## src/rtl/sort_host_pkg.sv

```systemverilog
// Shared definitions for the bubble-sort host controller.
// Holds the controller state encoding, default job and timeout sizes, and
// a signed comparison helper used for the unload ordering check.
package sort_host_pkg;

  localparam int unsigned LEN_DEFAULT     = 1024;
  localparam int unsigned TIMEOUT_DEFAULT = 10000;

  // Widest word the ordering helper supports; callers sign-extend to this.
  localparam int unsigned CMP_W = 64;

  typedef enum logic [2:0] {
    IDLE,
    LOAD,
    SORT,
    UNLOAD_RD,
    UNLOAD_WAIT
  } state_t;

  // True when a > b as two's-complement values.
  function automatic logic signed_gt(input logic signed [CMP_W-1:0] a,
                                     input logic signed [CMP_W-1:0] b);
    return a > b;
  endfunction

endpackage

```

## src/rtl/sort_host_ctrl_sram_port_mux.sv

```systemverilog
// SRAM port selector.
// Routes the sort engine's read/write port to the SRAM while sel is high
// (controller in SORT), otherwise routes the controller's own port.
// Ports:
//   sel                     - 1 selects the engine side
//   host_* / eng_*          - read address, write address, write data, write enable
//   raddr/waddr/wdata/wen   - to the SRAM
module sram_port_mux #(
  parameter int unsigned DATA_W = 32,
  parameter int unsigned ADDR_W = 10
) (
  input  logic              sel,
  input  logic [ADDR_W-1:0] host_raddr,
  input  logic [ADDR_W-1:0] host_waddr,
  input  logic [DATA_W-1:0] host_wdata,
  input  logic              host_wen,
  input  logic [ADDR_W-1:0] eng_raddr,
  input  logic [ADDR_W-1:0] eng_waddr,
  input  logic [DATA_W-1:0] eng_wdata,
  input  logic              eng_wen,
  output logic [ADDR_W-1:0] raddr,
  output logic [ADDR_W-1:0] waddr,
  output logic [DATA_W-1:0] wdata,
  output logic              wen
);

  always_comb begin
    raddr = sel ? eng_raddr : host_raddr;
    waddr = sel ? eng_waddr : host_waddr;
    wdata = sel ? eng_wdata : host_wdata;
    wen   = sel ? eng_wen   : host_wen;
  end

endmodule

```

## src/rtl/sort_host_ctrl.sv

```systemverilog
// Host-side controller for the bubble-sort engine and its SRAM.
// Loads LEN words from the input stream into the SRAM, runs the engine
// (Start level until a rising Finish edge or a timeout), then streams the
// SRAM back out, flagging any signed descending pair as a sort error.
// Ports:
//   clk, rst                         - clock, async active-high reset
//   in_valid/in_ready/in_data        - unsorted input stream
//   out_valid/out_ready/out_data/out_last - sorted output stream
//   Start/Finish                     - engine handshake (levels)
//   eng_RAddr/eng_WAddr/eng_WData/eng_Wen - engine SRAM port
//   RAddr/RData/WAddr/WData/Wen      - SRAM port (RData one cycle after RAddr)
//   busy, sort_err, timeout          - status (errors sticky until next job)
module sort_host_ctrl
  import sort_host_pkg::*;
#(
  parameter int unsigned DATA_W      = 32,
  parameter int unsigned ADDR_W      = 10,
  parameter int unsigned LEN         = LEN_DEFAULT,
  parameter int unsigned TIMEOUT_CYC = TIMEOUT_DEFAULT
) (
  input  logic              clk,
  input  logic              rst,
  input  logic              in_valid,
  output logic              in_ready,
  input  logic [DATA_W-1:0] in_data,
  output logic              out_valid,
  input  logic              out_ready,
  output logic [DATA_W-1:0] out_data,
  output logic              out_last,
  output logic              Start,
  input  logic              Finish,
  input  logic [ADDR_W-1:0] eng_RAddr,
  input  logic [ADDR_W-1:0] eng_WAddr,
  input  logic [DATA_W-1:0] eng_WData,
  input  logic              eng_Wen,
  output logic [ADDR_W-1:0] RAddr,
  input  logic [DATA_W-1:0] RData,
  output logic [ADDR_W-1:0] WAddr,
  output logic [DATA_W-1:0] WData,
  output logic              Wen,
  output logic              busy,
  output logic              sort_err,
  output logic              timeout
);

  localparam int unsigned   CW   = ADDR_W + 1;
  localparam int unsigned   TW   = $clog2(TIMEOUT_CYC + 1);
  localparam logic [CW-1:0] LAST = CW'(LEN - 1);
  localparam logic [TW-1:0] TLIM = TW'(TIMEOUT_CYC - 1);

  state_t            state;
  logic [CW-1:0]     wcnt;
  logic [CW-1:0]     idx;
  logic [TW-1:0]     tcnt;
  logic              finish_q;
  logic              fresh;
  logic [DATA_W-1:0] data_q;
  logic [DATA_W-1:0] prev_q;

  logic              accept;
  logic              handshake;
  logic              finish_edge;
  logic              descending;
  logic [DATA_W-1:0] host_wdata;

  assign accept      = in_valid && in_ready && (state == IDLE || state == LOAD);
  assign handshake   = out_valid && out_ready && (state == UNLOAD_WAIT);
  assign finish_edge = Finish && !finish_q;
  assign host_wdata  = accept ? in_data : '0;
  assign descending  = signed_gt(CMP_W'($signed(prev_q)), CMP_W'($signed(out_data)));

  // On the first WAIT cycle the SRAM word is only on RData; forward it so a
  // word can leave every two cycles, then hold the captured copy.
  assign out_data = fresh ? RData : data_q;

  sram_port_mux #(
    .DATA_W(DATA_W),
    .ADDR_W(ADDR_W)
  ) u_mux (
    .sel        (state == SORT),
    .host_raddr (idx[ADDR_W-1:0]),
    .host_waddr (wcnt[ADDR_W-1:0]),
    .host_wdata (host_wdata),
    .host_wen   (accept),
    .eng_raddr  (eng_RAddr),
    .eng_waddr  (eng_WAddr),
    .eng_wdata  (eng_WData),
    .eng_wen    (eng_Wen),
    .raddr      (RAddr),
    .waddr      (WAddr),
    .wdata      (WData),
    .wen        (Wen)
  );

  always_ff @(posedge clk or posedge rst) begin
    if (rst) begin
      state     <= IDLE;
      wcnt      <= '0;
      idx       <= '0;
      tcnt      <= '0;
      finish_q  <= 1'b0;
      fresh     <= 1'b0;
      data_q    <= '0;
      prev_q    <= '0;
      in_ready  <= 1'b0;
      out_valid <= 1'b0;
      out_last  <= 1'b0;
      Start     <= 1'b0;
      busy      <= 1'b0;
      sort_err  <= 1'b0;
      timeout   <= 1'b0;
    end else begin
      finish_q <= Finish;
      fresh    <= 1'b0;
      unique case (state)
        IDLE: begin
          in_ready <= 1'b1;
          if (accept) begin
            sort_err <= 1'b0;
            timeout  <= 1'b0;
            busy     <= 1'b1;
            if (LEN == 1) begin
              state    <= SORT;
              in_ready <= 1'b0;
              Start    <= 1'b1;
              tcnt     <= '0;
            end else begin
              state <= LOAD;
              wcnt  <= CW'(1);
            end
          end
        end
        LOAD: begin
          if (accept) begin
            if (wcnt == LAST) begin
              state    <= SORT;
              in_ready <= 1'b0;
              Start    <= 1'b1;
              wcnt     <= '0;
              tcnt     <= '0;
            end else begin
              wcnt <= wcnt + CW'(1);
            end
          end
        end
        SORT: begin
          if (finish_edge) begin
            state <= UNLOAD_RD;
            Start <= 1'b0;
            idx   <= '0;
          end else if (tcnt == TLIM) begin
            state    <= IDLE;
            Start    <= 1'b0;
            timeout  <= 1'b1;
            busy     <= 1'b0;
            in_ready <= 1'b1;
          end else begin
            tcnt <= tcnt + TW'(1);
          end
        end
        UNLOAD_RD: begin
          state     <= UNLOAD_WAIT;
          out_valid <= 1'b1;
          out_last  <= (idx == LAST);
          fresh     <= 1'b1;
        end
        UNLOAD_WAIT: begin
          if (fresh) data_q <= RData;
          if (handshake) begin
            out_valid <= 1'b0;
            out_last  <= 1'b0;
            prev_q    <= out_data;
            if (idx != '0 && descending) sort_err <= 1'b1;
            if (idx == LAST) begin
              state    <= IDLE;
              idx      <= '0;
              busy     <= 1'b0;
              in_ready <= 1'b1;
            end else begin
              state <= UNLOAD_RD;
              idx   <= idx + CW'(1);
            end
          end
        end
        default: state <= IDLE;
      endcase
    end
  end

endmodule
```

## config.mk

```make
export PLATFORM = sky130hd
export DESIGN_NAME = sort_host_ctrl
export DESIGN_NICKNAME = d
export VERILOG_FILES = /design/src/rtl/sort_host_pkg.sv /design/src/rtl/sort_host_ctrl_sram_port_mux.sv /design/src/rtl/sort_host_ctrl.sv
export SDC_FILE = /design/constraint.sdc
export NUM_CORES = 1
export LEC_CHECK = 0
export BUFFER_PORTS_ARGS = -buffer_cell sky130_fd_sc_hd__buf_2
export CAP_MARGIN = 20
export CORE_AREA = 2 2 116 118
export CTS_CLUSTER_SIZE = 8
export DETAILED_ROUTE_END_ITERATION = 8
export DIE_AREA = 0 0 118 120
export PLACE_DENSITY = 0.84
export REMOVE_ABC_BUFFERS = 1
export SYNTH_ARGS = -nofsm -noshare
export SYNTH_HDL_FRONTEND = slang
export SYNTH_HIERARCHICAL = 1
export SYNTH_SLANG_ARGS = --single-unit
```

## constraint.sdc

```tcl
create_clock -name clk -period 8.83 [get_ports clk]
set_input_delay 0.883 -clock clk [delete_from_list [all_inputs] [get_ports clk]]
set_output_delay 0.883 -clock clk [all_outputs]
set_load 0.03 [all_outputs]
```

==> flow_summary_export.csv <==
group,metric,value,unit
layout,finish.cell_count_without_fillers,1099,
synth,synth_cells,724,
synth,synthMuxAreaShare,16.1,%
placement,place.gp.congestion,0.841,
clock_tree,cts_setup_buffers,0,
clock_tree,insertion_delay,0.35,ns
setup_path,critical_path.slowest_cell,"buf_4",
route,drc_errors,0,
grt,groute.layer.met1.usage,28.2,%
timing,final.setup_skew,0.00880,ns
setup_path,crit_arrival,2.96,ns
timing,timing.max_slew.rel_slack,35.0,%
placement,io_buffer_count,213,
clock_tree,post_cts.resized_instances,0,
floorplan,coreArea,13000,µm²
synth,synth_area_per_cell,9.69,µm²
setup_path,setup.worst_path.class,"flop to output port",
synth,synthSimpleGateAreaFrac,18.2,%
route,ant_nets,0,
timing,finalMaxSlewViolations,0,
grt,grt_first_pass_wirelength,27.5,mm
clock_tree,tritoncts_clock_tree,"yes",
power_and_ir_drop,combPwrFrac,52.5,%
layout,postLayoutCoreUtil,64.9,%
power_and_ir_drop,vdd_ir_drop_max,0.000215,V
floorplan,top_level_ports,214,
power_and_ir_drop,power.internal,1.39,mW
setup_path,type_of_element_capturing_the_critical_path,"output port",
clock_tree,max-clock-path-buffers,2,
power_and_ir_drop,p_leak,4.11,nW
run_status,outcome,"finished, final reports clean",
timing,timing.final.setup_violations,0,
timing,worstMarginPinSlew,0.974,ns
synth,largest_family_of_logic_cells_by_synthesized_area,"simple AND/OR/NAND/NOR gates",
layout,register_area,2800,µm²
timing,final_period_minus_worst_setup_slack,3.85,ns
grt,gr-usage-all-layers,24.1,%
placement,place.detailed.instances,1080,
timing,min_period_over_period,43.6,%
layout,area_delta_synth_final,20.1,%
power_and_ir_drop,p_sw_share,44.5,%
synth,synth-compound-area-share,11.0,%
synth,synth-seq-cells,112,
clock_tree,cts_inserted_buffers,9,
run,drv_cap,0,
synth,synth-edff-count,0,
grt,layer_with_the_highest_usage,"met2",
setup_path,crit_path_max_incr_delay,0.73,ns
synth,yosys_most_used_dff,"dfrtp_1",
setup_path,critical_path.startpoint_type,"flop",
power_and_ir_drop,p_seq_share,31.4,%
layout,multiInputGateArea,3820,µm²
route,first_iter_violations,336,
setup_path,worstPathBufferInverterCount,3,
power_and_ir_drop,post-layout-total-power,2.51,mW
synth,portion_of_the_post_synthesis_area_used_by_sequential_elements,40.0,%
timing,setup_tns,0,ns
layout,proportion_of_layout_cells_with_a_drive_suffix_above_1,32.2,%
setup_path,timing.critical_path.cells,"or3b_1 -> clkinv_2 -> buf_4 -> mux2_2 -> buf_2",
synth,synthXorXnorAreaFrac,2.62,%
synth,syn_area,7010,µm²
route,detailedRoute.firstPassIterationCount,5,
clock_tree,cts.htree.levels,3,
timing,timing.final.ws_setup,4.98,ns
synth,asyncSetResetFlopFracSynth,100,%
clock_tree,clkTransAtPathRegs,0.07,ns
grt,use_met3,4.66,%
synth,synth-warning-count,6,
floorplan,floorplan.rows,42,
synth,synth_fa_ha_area_share,6.42,%
synth,synthDominantCellAreaShare,40.0,%
setup_path,timing.critical_path.max_delay_family,"buffers and inverters",
setup_path,crit_required,7.95,ns
layout,mostFrequentLayoutCells,"213 x buf_2, 111 x dfrtp_1, 74 x nor2_1, 71 x nand2_1, 55 x a21oi_1",
layout,fillerInstances,1094,
timing,hold_viol,0,
power_and_ir_drop,switchingPower,1.12,mW
synth,ys_types,53,
timing,grt_setup_unrepaired,"no",
floorplan,die_w,118,µm
grt,grt_start_max_net_pins,68,
synth,yosysTopAreaCell,"dfrtp_1",
grt,first_global_vias,5642,
floorplan,dieHeight,120,µm
clock_tree,cts.sink_count,112,
placement,detailedPlacementHpwl,12.5,mm
route,wl_per_cell,15.1,µm
setup_path,worst-path-max-fanout,52,
hold_path,hold_path.class,"flop to flop",
synth,post_synth_main_area_contributors,"dfrtp_1 40%, mux2_4 11%, ha_1 6.4%",
timing,maxClockFrequency,260,MHz
clock_tree,clock_tree.root_cell,"clkbuf_16",
grt,grt_antenna_before_repair,3,
route,routed_via_density,5.30,
placement,pre_cts_setup_slack,5.14,ns
route,via_count,5822,
layout,layout.cells.most_common,"buf_2",
floorplan,die-area,14200,µm²
power_and_ir_drop,power.density,298,nW/µm²
route,routed_wl,16.6,mm
grt,globalRouteOverflowTotal,0,
power_and_ir_drop,p_clk_share,16.1,%
layout,num-nets-final,1074,
grt,groute.layer.met2.usage,43.1,%
clock_tree,cts_hold_buffers,0,
floorplan,floorplan.initialDensity,54.0,%
## sequential cells by signal (all words and copies together), names as in the netlist
signal / cells
data_q: 32
fresh: 1
Start: 1
out_last: 1
finish_q: 1
sort_err: 1
tcnt: 14
timeout: 1
in_ready: 1
out_valid: 1
idx: 11
state: 3
wcnt: 11
busy: 1
prev_q: 32
## cell usage after synthesis, drive strengths merged, types with 7 or more instances
library cell,n
dfrtp,112
nor2,75
nand2,71
a21oi,55
mux2,54
o21ai,54
inv,41
ha,36
and2,34
mux2i,33
nand3,20
buf,19
clkbuf,18
xnor2,11
nand4,10
xor2,10
and3,9
nor4,7
## path summary, 6_finish.rpt
check	from	endpoint	slack [ns]	cells after the start
max in group asynchronous	rst	fresh	6.94	3
max	state[0]	Wen	4.98	5
min	prev_q[29]	prev_q[29]	0.49	2
max reg2reg	fresh	sort_err	5.74	7
min in group asynchronous	rst	data_q[20]	0.61	2
min reg2reg	prev_q[29]	prev_q[29]	0.49	2
## area by class of cell
class / instances / area share (%)
tap: 176 / 2.62
multi-input combinational: 534 / 45.3
sequential: 112 / 33.3
inverter: 41 / 1.87
antenna: 3 / 0.0892
clock inverter: 3 / 0.505
clock buffer: 12 / 2.93
timing repair buffer: 218 / 13.3
## stage by stage
stage / cell area (µm²) / hold WS (ns)
after floorplan: 6760 / 0.450
after global placement: 8100 / 0.461
after detailed placement: 8100 / 0.474
after CTS: 8380 / 0.491
after global routing: 8420 / 0.512
final: 8420 / 0.487
## cell families after synthesis
kind of cell,after synthesis
xor gates and xnor gates,21
and+or+nand+nor,253
buffers and inverters,78
AOI/OAI and AO/OA,137
DFF,112
muxes,87
adders and majority gates,36
## worst min-delay path, cell delays in order (launching register included)
cell and delay (ns):
dfrtp_1 0.35, nand2_1 0.05, o21ai_0 0.06
## power groups by stage
stage	sequential [mW]	clock (mW)	combinational, mW
after detailed placement	0.793	0	1.30
after global placement	0.787	0	1.28
after floorplan	0.770	0	1.00
after CTS	0.786	0.411	1.31
final	0.788	0.403	1.32
after global routing	0.810	0.426	1.46
## routing by layer
metal  vias to the layer above  routed length (µm)
li1                       2887                   -
met1                      2720                6660
met2                       191                8470
met3                        24                 952
met4                         0                 543
met5                         -                   0
Note: power is estimated with default switching activity, not from simulation.
